## src/rtl/uart_pkg.sv

```systemverilog
// Shared UART types and default constants, used by both the RX deserializer and the TX serializer.
package uart_pkg;

    localparam int UART_OVERSAMPLE_DEF = 16;
    localparam int UART_DATA_BITS_DEF  = 8;

    typedef enum logic [2:0] {
        IDLE,
        START,
        DATA,
        PARITY,
        STOP,
        BREAK
    } uart_rx_state_t;

endpackage

```

## src/rtl/uart_baud_tick.sv

```systemverilog
// Baud-rate sample tick generator: one-cycle tick every baud_div_i+1 clocks.
// A synchronous clear restarts the count so that the tick phase can be aligned to an external event.
module uart_baud_tick #(
    parameter int DIV_W = 16
) (
    input  logic             clk,
    input  logic             rst,
    input  logic             clr_i,
    input  logic [DIV_W-1:0] baud_div_i,
    output logic             tick_o
);

    logic [DIV_W-1:0] div_cnt_q;
    logic [DIV_W-1:0] div_cnt_d;

    assign tick_o = (div_cnt_q == baud_div_i);

    // A clear takes priority over the wrap, so the first tick after a clear lands baud_div_i+1 cycles later.
    always_comb begin
        div_cnt_d = div_cnt_q + DIV_W'(1);
        if (clr_i || tick_o) begin
            div_cnt_d = '0;
        end
    end

    always_ff @(posedge clk) begin
        if (rst) begin
            div_cnt_q <= '0;
        end else begin
            div_cnt_q <= div_cnt_d;
        end
    end

endmodule

```

## src/rtl/uart_rx_deser.sv

```systemverilog
// UART receive deserializer: oversamples rx_i, frames start/data/parity/stop,
// writes good bytes to the RX FIFO, and pulses frame, parity and overrun errors.
module uart_rx_deser
    import uart_pkg::*;
#(
    parameter int DATA_BITS  = UART_DATA_BITS_DEF,
    parameter int OVERSAMPLE = UART_OVERSAMPLE_DEF,
    parameter int DIV_W      = 16
) (
    input  logic                 wr_clk,
    input  logic                 rst,
    input  logic                 rx_i,
    input  logic [DIV_W-1:0]     baud_div,
    input  logic                 parity_en,
    input  logic                 parity_odd,
    input  logic                 fifo_full,
    output logic [DATA_BITS-1:0] fifo_din,
    output logic                 fifo_wr_en,
    output logic                 busy,
    output logic                 frame_err,
    output logic                 parity_err,
    output logic                 overrun
);

    localparam int S_W = $clog2(OVERSAMPLE);
    localparam int B_W = $clog2(DATA_BITS + 1);
    localparam logic [S_W-1:0] S_MID  = S_W'(OVERSAMPLE / 2 - 1);
    localparam logic [S_W-1:0] S_LAST = S_W'(OVERSAMPLE - 1);
    localparam logic [B_W-1:0] B_LAST = B_W'(DATA_BITS - 1);

    uart_rx_state_t       state_q, state_d;
    logic                 rx_meta_q, rxs_q;
    logic [S_W-1:0]       s_cnt_q, s_cnt_d;
    logic [B_W-1:0]       b_cnt_q, b_cnt_d;
    logic [DATA_BITS-1:0] shift_q, shift_d;
    logic                 perr_q, perr_d;
    logic [DATA_BITS-1:0] din_q, din_d;
    logic                 wr_q, wr_d;
    logic                 ferr_q, ferr_d;
    logic                 perr_pulse_q, perr_pulse_d;
    logic                 ovr_q, ovr_d;
    logic                 div_clr;
    logic                 tick;
    logic                 sample_mid;
    logic                 sample_last;

    uart_baud_tick #(
        .DIV_W (DIV_W)
    ) u_baud_tick (
        .clk        (wr_clk),
        .rst        (rst),
        .clr_i      (div_clr),
        .baud_div_i (baud_div),
        .tick_o     (tick)
    );

    // Two-flop synchronizer; idle-high reset value keeps a reset from looking like a start bit.
    always_ff @(posedge wr_clk) begin
        if (rst) begin
            rx_meta_q <= 1'b1;
            rxs_q     <= 1'b1;
        end else begin
            rx_meta_q <= rx_i;
            rxs_q     <= rx_meta_q;
        end
    end

    assign sample_mid  = tick && (s_cnt_q == S_MID);
    assign sample_last = tick && (s_cnt_q == S_LAST);

    always_comb begin
        state_d      = state_q;
        s_cnt_d      = s_cnt_q;
        b_cnt_d      = b_cnt_q;
        shift_d      = shift_q;
        perr_d       = perr_q;
        din_d        = din_q;
        wr_d         = 1'b0;
        ferr_d       = 1'b0;
        perr_pulse_d = 1'b0;
        ovr_d        = 1'b0;
        div_clr      = 1'b0;

        // Explicit wrap keeps the count correct when OVERSAMPLE is not a power of two.
        if (tick) begin
            s_cnt_d = (s_cnt_q == S_LAST) ? '0 : s_cnt_q + S_W'(1);
        end

        unique case (state_q)
            IDLE: begin
                if (!rxs_q) begin
                    state_d = START;
                    s_cnt_d = '0;
                    div_clr = 1'b1;
                    perr_d  = 1'b0;
                end
            end
            START: begin
                if (sample_mid) begin
                    if (rxs_q) begin
                        state_d = IDLE;
                    end else begin
                        state_d = DATA;
                        s_cnt_d = '0;
                        b_cnt_d = '0;
                    end
                end
            end
            DATA: begin
                if (sample_last) begin
                    shift_d = {rxs_q, shift_q[DATA_BITS-1:1]};
                    b_cnt_d = b_cnt_q + B_W'(1);
                    if (b_cnt_q == B_LAST) begin
                        state_d = parity_en ? PARITY : STOP;
                    end
                end
            end
            PARITY: begin
                if (sample_last) begin
                    perr_d  = (^shift_q) ^ rxs_q ^ parity_odd;
                    state_d = STOP;
                end
            end
            STOP: begin
                if (sample_last) begin
                    if (!rxs_q) begin
                        ferr_d  = 1'b1;
                        state_d = BREAK;
                    end else begin
                        state_d      = IDLE;
                        perr_pulse_d = perr_q;
                        if (fifo_full) begin
                            ovr_d = 1'b1;
                        end else begin
                            wr_d  = 1'b1;
                            din_d = shift_q;
                        end
                    end
                end
            end
            BREAK: begin
                if (rxs_q) begin
                    state_d = IDLE;
                end
            end
            default: begin
                state_d = IDLE;
            end
        endcase
    end

    always_ff @(posedge wr_clk) begin
        if (rst) begin
            state_q      <= IDLE;
            s_cnt_q      <= '0;
            b_cnt_q      <= '0;
            shift_q      <= '0;
            perr_q       <= 1'b0;
            din_q        <= '0;
            wr_q         <= 1'b0;
            ferr_q       <= 1'b0;
            perr_pulse_q <= 1'b0;
            ovr_q        <= 1'b0;
        end else begin
            state_q      <= state_d;
            s_cnt_q      <= s_cnt_d;
            b_cnt_q      <= b_cnt_d;
            shift_q      <= shift_d;
            perr_q       <= perr_d;
            din_q        <= din_d;
            wr_q         <= wr_d;
            ferr_q       <= ferr_d;
            perr_pulse_q <= perr_pulse_d;
            ovr_q        <= ovr_d;
        end
    end

    assign fifo_din   = din_q;
    assign fifo_wr_en = wr_q;
    assign frame_err  = ferr_q;
    assign parity_err = perr_pulse_q;
    assign overrun    = ovr_q;
    assign busy       = (state_q != IDLE);

endmodule

```

## config.mk

```make
export PLATFORM = sky130hd
export DESIGN_NAME = uart_rx_deser
export DESIGN_NICKNAME = d
export VERILOG_FILES = /design/src/rtl/uart_pkg.sv /design/src/rtl/uart_baud_tick.sv /design/src/rtl/uart_rx_deser.sv
export SDC_FILE = /design/constraint.sdc
export NUM_CORES = 1
export LEC_CHECK = 0
export CORE_MARGIN = 1
export CORE_UTILIZATION = 54
export DETAILED_ROUTE_END_ITERATION = 8
export GPL_ROUTABILITY_DRIVEN = 1
export PLACE_DENSITY = 0.79
export SLEW_MARGIN = 25
export SYNTH_ARGS = -nofsm -noshare
export SYNTH_HDL_FRONTEND = slang
export SYNTH_SLANG_ARGS = --single-unit
```

## constraint.sdc

```tcl
create_clock -name wr_clk -period 3.2 [get_ports wr_clk]
set_clock_uncertainty 0.15 [all_clocks]
set_input_delay 0.64 -clock wr_clk [delete_from_list [all_inputs] [get_ports wr_clk]]
set_output_delay 0.64 -clock wr_clk [all_outputs]
set_load 0.01 [all_outputs]
```

Word level (Yosys, flattened, before mapping)
Index checks and enable logic that the tools add are counted.
{ "classes": {"bitwise": 6, "add_sub_neg": 3, "n_mux": 27, "reduce_logical": 16, "eq_ne": 17} }
{ "op_table": {"columns": ["operator", "n"], "rows": [
  ["two-way mux 4 bit", 7],
  ["two-way mux 3 bit", 9],
  ["case mux 3 bit (6 select lines)", 1],
  ["adder 16 x 1 -> 16 bit, second input constant", 1],
  ["equality test 16 bit", 1],
  ["!= test 2 bit, second input constant", 8],
  ["case mux 4 bit (2 select lines)", 2],
  ["adder 4 x 1 -> 4 bit, second input constant", 2],
  ["equality test 4 x 3 -> 1 bit, second input constant", 2],
  ["AND reduction 4 bit", 2],
  ["parity 8 bit", 1],
  ["AND reduction 7 bit", 1],
  ["equality test 3 x 2 -> 1 bit, second input constant", 2],
  ["equality test 3 bit, second input constant", 2],
  ["two-way mux 1 bit", 6],
  ["equality test 4 bit, second input constant", 1],
  ["inverter 1 bit", 4],
  ["AND reduction 2 bit", 2],
  ["nonzero test 2 bit", 2],
  ["OR reduction 4 bit", 1],
  ["equality test 3 x 1 -> 1 bit, second input constant", 1],
  ["logical NOT 3 bit", 1],
  ["nonzero test 3 bit", 1],
  ["OR reduction 3 bit", 1],
  ["other kinds (6)", 8]
]} }
{ "totals": {"register_bits": 50, "elab_cells": 82, "output_inout_bits": 13, "inputBits": 22} }

Logic depth before layout (Yosys ltp)
Gate-level depths: netlist (run 1).
{ "depth": {"word_depth": 6, "depth_mapped": 8, "ltp_nobuf": 6} }

Cells and area by module
Synthesis (run 1) repeated with hierarchy kept, for this count alone.
{ "unflattened": {"hier_cells": 270, "area_unflattened_um2": 2469.9} }
{ "modules_own_cells": {"columns": ["module", "area_per_inst_um2", "cells_per_inst", "seq_area_each_um2", "n_inst"], "rows": [
  ["uart_rx_deser", 1545.2, 168, 680.7, 1],
  ["uart_baud_tick", 924.6, 102, 320.3, 1]
]} }

Worst setup path after synthesis (run 1)
Ideal clock, no wire load.
{ "synth_path": {"path_type": "input to register", "start": "input port baud_div[9]", "end": "register din_q[0] (netlist: fifo_din[0])", "path_buffers": 2, "cell_stages": 8, "t_required_ns": 2.922, "setup_time_ns": 0.128, "t_arrival_ns": 2.267, "slack_ns": 0.655, "path_cell_list": "xor2_1 -> nor4_1 -> nand4_1 -> buf_4 -> or4b_4 -> buf_6 -> mux2i_1 -> nor2_1"} }
{ "synth_via": {"elab_chain_len": 3} }
{ "synth_rtl": {"columns": ["element", "line", "rtl"], "rows": [
  ["start: declaration", "uart_rx_deser.sv:13", "input logic [DIV_W-1:0] baud_div,"],
  ["equality test 16 bit", "uart_baud_tick.sv:16", "assign tick_o = (div_cnt_q == baud_div_i);"],
  ["logical AND 1 bit", "uart_rx_deser.sv:69", "assign sample_last = tick && (s_cnt_q == S_LAST);"],
  ["AND reduction 4 bit (no line)", null, null],
  ["end signal: assignment", "uart_rx_deser.sv:170", "din_q <= din_d;"],
  ["end: declaration", "uart_rx_deser.sv:37", "logic [DATA_BITS-1:0] din_q, din_d;"]
]} }
No other way between the ends.
A chain may end at the register's enable or synchronous reset.

Worst setup path after layout (run 1)
{ "layout_path": {"start": "input port baud_div[0]", "end": "register state_q[0]"} }
{ "layout_via": {"elab_chain_len": 4, "word_cells_on_any_way": 8, "cone_classes": "eq/ne (5); reduce/logical (3)"} }
{ "layout_rtl": {"columns": ["element", "line", "rtl"], "rows": [
  ["equality test 16 bit *", "uart_baud_tick.sv:16", null],
  ["logical AND 1 bit (on tied branches)", "uart_rx_deser.sv:69, uart_rx_deser.sv:68", null],
  ["!= test 2 bit (no line)", null, null],
  ["AND reduction 7 bit (no line) *", null, null],
  ["end signal: assignment", "uart_rx_deser.sv:165", "state_q <= state_d;"],
  ["end: declaration", "uart_rx_deser.sv:31", "uart_rx_state_t state_q, state_d;"]
]} }
Mark *: on every way between the ends. The rest lies on a longest branch, timed or not.

==> metrics.cfg, run 1 <==
[global_routing]
grt_pass1_vias=1780
grt_max_degree=33
track_usage=0.2258
antenna_found_initial=0
grt_overflow_total=0
grt_pass1_wl_um=7831

[route]
drtAntennaViolNets=0
drcViolationCount=0
dr.first_iter.drc_count=155
first_pass_iters=4
vias=1970
routed_via_density=5.427
finalWirelength_um=4733
wl_per_cell_um=13.04

[die]
design.die.area_um2=4672
core_um2=4115
row_count=23
io_pins=35
die_y_um=68.35
die_x_um=68.35
initial_core_util=0.5777

[synthesis]
synth_cells=271
syn_avg_cell_area_um2=8.772
synth_fp_nets=296
yosys_register_bits=50
ys_types=39
yosys_warnings=0
synth_area_um2=2377
ys_seq_area_frac=0.4211

[critical_path]
reg2reg_from=u_baud_tick.div_cnt_q[0]$_SDFF_PP0_
cp-end-kind=flip-flop
path_depth=9
required_ns=3.24
start_kind=input port
cp.arrival_ns=3.01
worstRegToRegCells=8
reg2reg_setup_slack_ns=0.61
rr_endpoint=state_q[0]$_SDFFE_PP0P_
critPathSlowestCell=clkdlybuf4s50_1
cp_common_cell=buf_4
crit_buf_inv=3
path_cells=clkdlybuf4s50_1, xor2_1, nor4_1, buf_4, nand4_1, buf_4, o31ai_1, nand3_1, mux2_1
crit_fanout=5
crit_family=buffers and inverters
crit_type=in2reg
max_stage_delay_ns=0.44

[final_layout]
layout-drive-gt1-share=0.07987
layout.nets=337
syn2layout_area_growth_pct=23.05
layout_commonest_cell=dfxtp_1
mostFrequentLayoutCells=dfxtp_1 (50), nor2_1 (40), clkdlybuf4s50_1 (34)
fin_area_um2=2925
final_cells=363
fillCellCount=343
antenna_cells=0

[run]
max_cap_viol_count=0

[clock_tree]
clk_pin_slew_ns=0.09
htreeDepth=2
cts_root_buffer=clkbuf_8
cts_made_buffers=5
cts_sinks=50
postCtsResizedCells=0
cts_setup_buffers=0
cts_buffer_depth=2
clock_latency_ns=0.31
postCtsHoldBufs=0
cts_tree=yes

[placed_design]
io_buffers=34
dpl.hpwl_um=3434
place_area_um2=2809
gp_routability_congestion=0.8360
dpl.cell_count=355

[sta]
slew_violations=0
rsz0062_at_grt=false
period_share=0.9262
max_freq_mhz=337.4
period_minus_slack_ns=2.964
relSlewSlack=0.7048
setup_viol=0
hold_viol=0
worstMarginPinSlew_ns=0.4387

[outcome]
status=complete, no violations

[power_and_ir_drop]
leakagePower_nw=1.134
p_per_area_nw_per_um2=438.2
ir_drop_mv=0.2426

[worst_hold_path]
min_from=rx_meta_q$_SDFF_PP1_
hold_depth=1
hold_class=reg2reg
holdPathEnd=rxs_q$_SDFF_PP1_

layer usage:
layer	track usage	routed length [µm]	vias up
li1	-	-	1008
met1	0.3022	2352	915
met2	0.3529	2146	38
met3	0.05000	151	9
met4	0.08073	82	0
met5	0	0	-
cells by family after synthesis:
kind of cell             after synthesis  share of synthesized area
AO/OA/AOI/OAI                         28                    0.07105
buffers and inverters                 18                    0.03369
flip-flops                            50                     0.4211
AND/OR/NAND/NOR                      117                     0.2447
multiplexers                          19                    0.08105
adder cells (fa/ha/maj)                3                    0.01579
XOR/XNOR                              36                     0.1326
report_power, final:
group	total [W]	internal, W	switching [W]	leakage [nW]
logic	0.000166	0.0000860	0.0000804	0.671
registers	0.000656	0.000634	0.0000225	0.404
clock network	0.000459	0.000239	0.000221	0.0591
total	0.00128	0.000958	0.000324	1.13
flip-flops by register name, summed over array words and instances, names as in the netlist:
| name | count |
|---|---|
| fifo_wr_en | 1 |
| frame_err | 1 |
| state_q | 3 |
| perr_q | 1 |
| fifo_din | 8 |
| b_cnt_q | 4 |
| overrun | 1 |
| u_baud_tick.div_cnt_q | 16 |
| s_cnt_q | 4 |
| rxs_q | 1 |
| shift_q | 8 |
| parity_err | 1 |
| rx_meta_q | 1 |
worst register-to-register path, delay by kind of cell (launching register included):
kind                      cells  cell delay (ns)
xor gates and xnor gates      1             0.11
buffers and inverters         2             0.39
DFF                           1             0.47
and+or+nand+nor               3             0.69
muxes                         1             0.35
AOI/OAI and AO/OA             1             0.32
layout make-up:
type	instances	area (µm²)	share of cell area
inverters	7	26.28	0.008982
clock buffers	5	68.82	0.02352
flip-flops and latches	50	1001	0.3422
repair buffers	45	422.9	0.1446
multi-input cells	203	1296	0.4431
clock inverters	3	47.55	0.01625
well taps	50	62.56	0.02139
how the worst max path moves through the flow:
stage | start | to | slack [ns]
finish | baud_div[0] | state_q[0]$_SDFFE_PP0P_ | 0.24
global route | baud_div[11] | state_q[0]$_SDFFE_PP0P_ | 0.08
CTS | baud_div[0] | state_q[0]$_SDFFE_PP0P_ | 0.25
detailed placement | baud_div[0] | state_q[0]$_SDFFE_PP0P_ | -0.08
global placement | baud_div[5] | state_q[2]$_SDFFE_PP0P_ | 0.04
floorplan | baud_div[9] | fifo_din[0]$_SDFFE_PP0P_ | 0.66
through the flow:
stage	util	total power (W)	worst slack, ns	hold WS [ns]	TNS (ns)
after floorplan	-	0.0007613	0.6550	0.2395	0
after CTS	0.7109	0.001295	0.2466	0.2701	0
after global placement	0.6826	0.0008333	0.03711	0.2443	0
final	0.7109	0.001282	0.2361	0.2669	0
after global routing	0.7109	0.001344	0.07599	0.3051	0
after detailed placement	0.6826	0.0008363	-0.08329	0.2460	-0.2048
synth_stat cells, drive strengths merged:
cell     count  share of area
or2          3         0.0079
a21o         1         0.0032
o21ai        7          0.015
nor3         7          0.015
a31oi        2         0.0053
a2111oi      1         0.0037
and2         3         0.0079
nand3b       1         0.0032
ha           3          0.016
o311ai       1         0.0068
a2bb2oi      1         0.0037
nand2b       1         0.0026
inv          7          0.011
nand2       20          0.032
nand3       11          0.023
nor2b        4          0.011
or4b         1         0.0058
and3         3         0.0079
dfxtp       50           0.42
xnor2       13          0.048
nand4        3         0.0079
nor4         6          0.016
or4          2         0.0079
xor2        23          0.085
or3          9          0.024
mux2i       17          0.072
a21oi       13          0.027
clkbuf       8          0.013
buf          3          0.010
nor2        40          0.063
o31ai        2         0.0063
mux2         2         0.0095
and4         2         0.0074
or3b         1         0.0037
No activity file was read; power rests on OpenSTA's default activity.
==> run 2: changes to the inputs <==
Settings changed: PLACE_DENSITY 0.79 to not set, PLACE_DENSITY_LB_ADDON set to 0.25.
==> run 2 against run 1 <==
Effect of this change:
- global-route usage is 0.85 points higher
- register-to-register slack worse by 0.07 ns
- die area is the same
- hold slack better by 0.012 ns
- combinational power grew 5%
- routed wire length increased by 3.8%
- count of clock-buffer cells in the layout did not move
- critical endpoint is now state_q[2]$_SDFFE_PP0P_
- largest cell class unchanged
- first-iteration DRC count shrank 16%
==> metrics.cfg, run 2 (same netlist as run 1, synthesis figures left out) <==
[final_layout]
layout.nets=337
layout_commonest_cell=dfxtp_1
layout-drive-gt1-share=0.07987
utilization=0.7045
fillCellCount=342
syn2layout_area_growth_pct=21.95
largest-register=u_baud_tick.div_cnt_q
mostFrequentLayoutCells=dfxtp_1 (50), nor2_1 (40), clkdlybuf4s50_1 (34)
largest_reg_flops=16
antenna_cells=0

[global_routing]
antenna_found_initial=0
grt_max_degree=33
grt_overflow_total=0
track_usage=0.2343
grt_pass1_vias=1810
grt_pass1_wl_um=8093

[route]
routed_via_density=5.548
first_pass_iters=4
dr.first_iter.drc_count=130
wl_per_cell_um=13.53
vias=2014
finalWirelength_um=4912
drtAntennaViolNets=0
drcViolationCount=0

[placed_design]
dpl.hpwl_um=3558
io_buffers=34
gp_routability_congestion=0.8546

[clock_tree]
cts_tree=yes
postCtsHoldBufs=0
postCtsResizedCells=0
cts_root_buffer=clkbuf_8
cts_sinks=50
cts_made_buffers=5
clk_pin_slew_ns=0.09
cts_buffer_depth=2
cts_setup_buffers=0
clock_latency_ns=0.30
htreeDepth=2

[power_and_ir_drop]
clkPwrFrac=0.303
power_switching_w=0.0003143
internal_power_w=0.0008799
leakagePower_nw=1.120
ir_drop_mv=0.3716
share_seq_of_total_power=0.550
p_per_area_nw_per_um2=411.9
power_frac_comb=0.147
power.share.switching=0.2632

[critical_path]
path_cells=clkdlybuf4s50_1, xor2_1, nor4_1, nand4_1, buf_4, o31ai_1, nand3_1, mux2_1
required_ns=3.24
crit_fanout=4
cp-end-kind=flip-flop
start_kind=input port
crit_family=simple AND/OR/NAND/NOR gates
max_stage_delay_ns=0.44
crit_type=in2reg
cp.arrival_ns=3.07
critPathSlowestCell=nor4_1
crit_buf_inv=2

[die]
core_um2=4115
initial_core_util=0.5777
die_x_um=68.35
row_count=23
die_y_um=68.35
design.die.area_um2=4672
io_pins=35

[sta]
rsz0062_at_grt=false
setup_viol=0
hold_viol=0
worstMarginPinSlew_ns=0.4230
hold_slack_ns=0.2793
relSlewSlack=0.7107
period_minus_slack_ns=3.030
max_freq_mhz=330.1
slew_violations=0
period_share=0.9467

[worst_hold_path]
hold_class=reg2reg

[run]
max_cap_viol_count=0

[outcome]
status=complete, no violations

-- run 2: worst paths after layout --
| path | depth (start not counted) | slack (ns) | startpoint | end |
|---|---|---|---|---|
| setup / recovery | 8 | 0.17 | baud_div[8] | state_q[2]$_SDFFE_PP0P_ |
| hold / removal | 1 | 0.28 | rx_meta_q$_SDFF_PP1_ | rxs_q$_SDFF_PP1_ |
| setup reg to reg | 7 | 0.54 | u_baud_tick.div_cnt_q[2]$_SDFF_PP0_ | state_q[2]$_SDFFE_PP0P_ |
| hold reg to reg | 1 | 0.28 | rx_meta_q$_SDFF_PP1_ | rxs_q$_SDFF_PP1_ |
-- run 2: routing by layer --
| layer | vias to the layer above | track usage | share of wire |
|---|---|---|---|
| met3 | 5 | 0.04667 | 0.041 |
| met4 | 0 | 0.07552 | 0.0098 |
| li1 | 1004 | - | - |
| met2 | 48 | 0.3762 | 0.47 |
| met5 | - | 0 | 0 |
| met1 | 957 | 0.3122 | 0.48 |
-- run 2: final cells by class --
class,count,area [µm²],share of cell area
clock buffer,5,68.82,0.02374
tap,50,62.56,0.02158
clock inverter,3,21.27,0.007337
timing repair buffer,45,422.9,0.1459
sequential,50,1001,0.3453
multi-input combinational,203,1296,0.4471
inverter,7,26.28,0.009063
-- run 2: stage by stage --
step	std cells	total power (W)	cell area [µm²]	TNS [ns]	setup slack, ns
after floorplan	271	0.0007613	2377	0	0.6550
after global placement	355	0.0008437	2809	-0.005295	-0.003964
after detailed placement	355	0.0008447	2809	-0.2666	-0.09255
after CTS	363	0.001201	2899	0	0.2091
after global routing	363	0.001250	2899	0	0.04900
final	363	0.001194	2899	0	0.1705
-- run 2: power by group through the flow --
stage	clock network [W]	registers (W)	logic, W
6_report	0.000362	0.000657	0.000175
5_1_grt	0.000398	0.000661	0.000191
2_1_floorplan	0	0.000656	0.000106
3_5_place_dp	0	0.000672	0.000173
4_1_cts	0.000370	0.000657	0.000174
3_3_place_gp	0	0.000671	0.000172
==> RTL edit 1, RTL diff (flow settings as in run 1) <==
Take the reset off `shift_q` and load it in a clocked block of its own.
--- a/src/rtl/uart_rx_deser.sv
+++ b/src/rtl/uart_rx_deser.sv
@@ -154,7 +154,6 @@
             state_q      <= IDLE;
             s_cnt_q      <= '0;
             b_cnt_q      <= '0;
-            shift_q      <= '0;
             perr_q       <= 1'b0;
             din_q        <= '0;
             wr_q         <= 1'b0;
@@ -165,7 +164,6 @@
             state_q      <= state_d;
             s_cnt_q      <= s_cnt_d;
             b_cnt_q      <= b_cnt_d;
-            shift_q      <= shift_d;
             perr_q       <= perr_d;
             din_q        <= din_d;
             wr_q         <= wr_d;
@@ -173,6 +171,10 @@
             perr_pulse_q <= perr_pulse_d;
             ovr_q        <= ovr_d;
         end
+    end
+
+    always_ff @(posedge wr_clk) begin
+        shift_q <= shift_d;
     end
 
     assign fifo_din   = din_q;
Behaviour: no difference found for any inputs over 10 cycles, from zero or initial values and one cycle with rst high; that may be too few to reach the edited logic, so the function may still have changed.
==> RTL edit 1 against run 1 <==
Largest cell class unchanged; maximum frequency grew 8.5%; setup slack gained 0.23 ns; cell area shrank 1.0%; wire length shrank 1.8%; sequential cell count is the same; worst hold slack gained 0.0033 ns; critical endpoint is now state_q[2]; sequential power grew 4.4%; power shrank 4.9%; area after synthesis grew 1.5%; final cell count shrank 6.6%; global-route usage shrank 0.30 points.
==> RTL edit 1: results (changes against run 1) <==
| Metric | Value |
|---|---|
| DR pass1 iterations | 4 (unchanged) |
| Hold Crit Class | reg2reg |
| Fin nets | 313 (-7.1%) |
| GP Congestion | 0.8463 (+1.2%) |
| Hold buffer count at cts | 0 (unchanged) |
| Yosys warns | 0 (unchanged) |
| Vias in the first global route | 1636 (-8.1%) |
| Sw frac | 0.2692 (+0.01681) |
| Fill cells | 331 (-3.5%) |
| Most common library cells after synthesis | 42 x dfxtp_1, 32 x nor2_1, 21 x xor2_1 |
| Post-layout minimum cycle time | 2.733 ns (-0.2312 ns) |
| Crit-path max cell delay | 0.41 ns (-0.03 ns) |
| DR iter-0 viols | 117 (-25%) |
| Pleak | 1.093 nW (-3.7%) |
| CP max FO | 10 (+5) |
| Detailed Place HPWL | 3307 microns (-3.7%) |
| WHS | 0.2702 ns (+0.003272 ns) |
| Placed insts | 331 (-6.8%) |
| Syn Nets | 278 (-6.1%) |
| Layout cell share with drive strength beyond 1 | 0.07266 (-0.007208) |
| Clk_lat worst skew | 0.31 ns (about the same) |
| First-pass GRT wire length | 7590 microns (-3.1%) |
| Syn Area/Cell | 9.535 sq um (+8.7%) |
| Final number of setup-violating endpoints | 0 (unchanged) |
| Largest net degree at the start of global routing | 24 (-27%) |
| Routed length per instance | 13.71 microns (+5.2%) |
| Peak VDD IR | 0.2743 mV (+13%) |
| Delay-heaviest family, CP | simple AND/OR/NAND/NOR gates |
| Slew of the pin with the lowest slew margin | 0.6033 ns (+0.1646 ns) |
| Sequential share of the synthesized area | 0.4481 (+0.02708) |
| Via count | 1861 (-5.5%) |
| Critical-path top delay cell | clkdlybuf4s50_1 |
| Post-CTS Resized | 0 (unchanged) |
| Status | finished clean |
| CP arrival | 2.79 ns (-0.22 ns) |
| Worst reg2reg setup slack | 0.78 ns (+0.17 ns) |
| DR vias/cell | 5.490 (+1.2%) |
| EDFF count, synth | 8 (+8) |
| Area contributors post-synth | dfxtp_1 35%, edfxtp_1 10%, xor2_1 7.6%, xnor2_1 5.8%, nor2_1 5.0% |
| Netlist cell types | 43 (+10%) |
| Total CTS buffers | 5 (unchanged) |
| Global Route Usage Sum | 0.2228 (-0.002987) |
[RTL edit 1: kinds of logic (layout without fill, tap and decap cells)]
group                      count (synthesis)  after routing  share of synthesized area
AOI/OAI and AO/OA                         35             35                     0.1017
xor gates and xnor gates                  37             37                     0.1343
adders and majority gates                  3              3                    0.01556
buffers and inverters                     16             52                    0.02905
DFF                                       50             50                     0.4481
muxes                                     11             11                    0.04720
and+or+nand+nor                          101            101                     0.2241
[RTL edit 1: power by group through the flow]
stage	logic (mW)	registers (mW)	clock network, mW
after floorplan	0.117	0.668	0
after global placement	0.142	0.698	0
after detailed placement	0.143	0.698	0
after CTS	0.144	0.683	0.398
after global routing	0.158	0.687	0.423
final	0.144	0.685	0.391
[RTL edit 1: final cells by class]
class / instances / share of cell area
clock buffers: 5 / 0.02377
clock inverters: 3 / 0.009939
inverters: 6 / 0.007779
multi-input cells: 187 / 0.4356
flip-flops and latches: 50 / 0.3734
well taps: 50 / 0.02161
repair buffers: 38 / 0.1279
[RTL edit 1: worst register-to-register path: cells and delay by family (launching register included)]
| kind | cells | cell delay [ns] |
|---|---|---|
| compound gates | 2 | 0.42 |
| xor+xnor | 1 | 0.12 |
| buf+inv | 1 | 0.20 |
| flops | 1 | 0.49 |
| mux | 1 | 0.31 |
| simple gates | 2 | 0.62 |
[RTL edit 1: stage by stage]
step / util / area [sq um] / setup slack (ns)
2_1_floorplan: - / 2412 / 0.7624
3_3_place_gp: 0.6751 / 2798 / 0.1498
3_5_place_dp: 0.6751 / 2798 / 0.1384
4_1_cts: 0.6987 / 2895 / 0.4780
5_1_grt: 0.6987 / 2895 / 0.3172
6_report: 0.6987 / 2895 / 0.4672
[RTL edit 1: worst paths after layout]
path                                 start         end  depth (start not counted)
setup / recovery              baud_div[11]  state_q[2]                          8
hold / removal                   rx_meta_q       rxs_q                          1
setup reg to reg  u_baud_tick.div_cnt_q[0]  state_q[2]                          7
hold reg to reg                  rx_meta_q       rxs_q                          1
[RTL edit 1: metal layers]
metal  up-vias  wire length [microns]  global-route usage
met2        41                   2148              0.3456
li1        951                      -                   -
met3         7                    192             0.05592
met5         -                      0                   0
met4         0                     71             0.09184
met1       862                   2236              0.2948
==> RTL edit 2, RTL diff (config.mk and constraints of run 1) <==
Without the edit above. `UART_OVERSAMPLE_DEF`: 16 -> 32.
--- a/src/rtl/uart_pkg.sv
+++ b/src/rtl/uart_pkg.sv
@@ -1,7 +1,7 @@
 // Shared UART types and default constants, used by both the RX deserializer and the TX serializer.
 package uart_pkg;
 
-    localparam int UART_OVERSAMPLE_DEF = 16;
+    localparam int UART_OVERSAMPLE_DEF = 32;
     localparam int UART_DATA_BITS_DEF  = 8;
 
     typedef enum logic [2:0] {
Behaviour: same outputs for any inputs over 10 cycles, from zero or initial values and one cycle with rst high; that may be too few to reach the edited logic, so the function may still have changed.
==> RTL edit 2 against run 1 <==
Sequential cell count increased by 1; synthesized cell count increased by 1.1%; area after synthesis increased by 2.8%; setup slack improved by 0.29 ns; non-clock buffer count decreased by 4; cell area increased by 0.90%; worst hold slack improved by 0.011 ns; sequential share of layout area increased by 0.37 points; critical path type unchanged; critical path depth decreased by 1; wire length increased by 0.36%; largest power group unchanged; clock power decreased by 14%; power decreased by 3.6%; highest routed layer unchanged.
==> RTL edit 2: results (changes against run 1) <==
| Metric | Value |
|---|---|
| Status | finished clean |
| DR vias/cell | 5.403 (-0.44%) |
| Reg clk slew, reported paths | 0.09 ns (about the same) |
| Slew of the pin with the lowest slew margin | 0.4669 ns (+0.02821 ns) |
| DR pass1 iterations | 4 (unchanged) |
| DR iter-0 viols | 117 (-25%) |
| Clk_lat worst skew | 0.32 ns |
| Final number of setup-violating endpoints | 0 (unchanged) |
| Crit-path max cell delay | 0.47 ns (+0.03 ns) |
| Sequential share of the synthesized area | 0.4178 (-0.003234) |
| H-tree depth | 2 (unchanged) |
| Yosys warns | 0 (unchanged) |
| GP Congestion | 0.8755 (+4.7%) |
| Post-CTS Resized | 0 (unchanged) |
| Vias in the first global route | 1795 (+0.84%) |
| Hold Crit Class | reg2reg |
| Main synth FF type | dfxtp_1 |
| Area contributors post-synth | dfxtp_1 42%, xnor2_1 9.7%, mux2i_1 7.4%, nor2_1 6.6%, xor2_1 3.2% |
| Internal power | 0.8936 mW (-6.8%) |
| Largest net degree at the start of global routing | 19 (-42%) |
| Post-CTS Setup Bufs | 0 (unchanged) |
| Initial antenna violation count | 0 (unchanged) |
| Layout cell share with drive strength beyond 1 | 0.07097 (-0.008904) |
| I/O Buffers | 34 (unchanged) |
| Fin nets | 336 (-0.30%) |
| Routed length per instance | 13.12 microns (+0.64%) |
| Max FFs per register | 16 (unchanged) |
| Syn Nets | 301 (+1.7%) |
| Grt ovf | 0 (unchanged) |
| Via count | 1956 (-0.71%) |
| Peak VDD IR | 0.2117 mV (-13%) |
| Critical-path top delay cell | clkdlybuf4s50_1 |
| Diode count | 0 (unchanged) |
| Global Route Usage Sum | 0.2059 (-0.01980) |
| Biggest register | u_baud_tick.div_cnt_q |
| Detailed Place HPWL | 3381 microns (-1.5%) |
| Total CTS buffers | 5 (unchanged) |
| Most common library cells after synthesis | 51 x dfxtp_1, 43 x nor2_1, 27 x xnor2_1 |
| Fill cells | 353 (+2.9%) |
| CP max FO | 17 (+12) |
| Syn Area/Cell | 8.918 sq um (+1.7%) |
| Pleak | 1.096 nW (-3.4%) |
| Netlist cell types | 40 (+2.6%) |
| Clock root buffer | clkbuf_8 |
| Placed insts | 354 (-0.28%) |
| CP arrival | 2.74 ns (-0.27 ns) |
| Clock buffer depth | 2 (unchanged) |
| First-pass GRT wire length | 7955 microns (+1.6%) |
| Async set-reset flop share out of synthesis | 0 (unchanged) |
-- RTL edit 2: layout make-up --
class	count	area share
flip-flops and latches	51	0.3459
clock buffers	5	0.02331
repair buffers	41	0.1373
multi-input cells	202	0.4519
clock inverters	3	0.009326
inverters	8	0.01017
well taps	52	0.02204
-- RTL edit 2: worst paths after layout --
kind	depth (start not counted)	startpoint	endpoint	slack (ns)
setup / recovery	8	baud_div[2]	state_q[0]	0.52
hold reg to reg	1	rx_meta_q	rxs_q	0.28
hold / removal	1	rx_meta_q	rxs_q	0.28
setup reg to reg	7	u_baud_tick.div_cnt_q[2]	state_q[0]	0.84
-- RTL edit 2: worst max-delay path, delay by kind of cell --
family,cells,cell delay [ns]
AND/OR/NAND/NOR,3,0.96
buffers and inverters,2,0.65
AO/OA/AOI/OAI,2,0.36
XOR/XNOR,1,0.12
-- RTL edit 2: layer usage --
metal / vias to the layer above / wire (microns) / GRT usage / part of all wire
met5: - / 0 / 0 / 0
met4: 0 / 58 / 0.06803 / 0.012
met3: 5 / 226 / 0.06105 / 0.048
met2: 43 / 2171 / 0.3236 / 0.46
met1: 900 / 2294 / 0.2705 / 0.48
li1: 1008 / - / - / -
-- RTL edit 2: per-stage QoR --
stage / cell area, sq um / utilization / hold slack [ns] / setup WS, ns
finish: 2952 / 0.6779 / 0.2775 / 0.5235
global route: 2952 / 0.6779 / 0.2869 / 0.4295
CTS: 2952 / 0.6779 / 0.2819 / 0.5084
detailed placement: 2855 / 0.6557 / 0.2605 / 0.1781
global placement: 2855 / 0.6557 / 0.2490 / 0.2219
floorplan: 2444 / - / 0.2395 / 0.7987
-- RTL edit 2: cells by family after synthesis --
family | synth area share
multiplexers | 0.08295
adder cells (fa/ha/maj) | 0.02560
flip-flops | 0.4178
buffers and inverters | 0.03635
AND/OR/NAND/NOR | 0.2181
XOR/XNOR | 0.1290
AO/OA/AOI/OAI | 0.09012
-- RTL edit 2: power groups by stage --
stage	sequential (mW)	clock [mW]	combinational [mW]
after floorplan	0.667	0	0.121
after global placement	0.685	0	0.165
after detailed placement	0.684	0	0.168
after CTS	0.670	0.406	0.169
after global routing	0.674	0.436	0.184
final	0.671	0.395	0.169
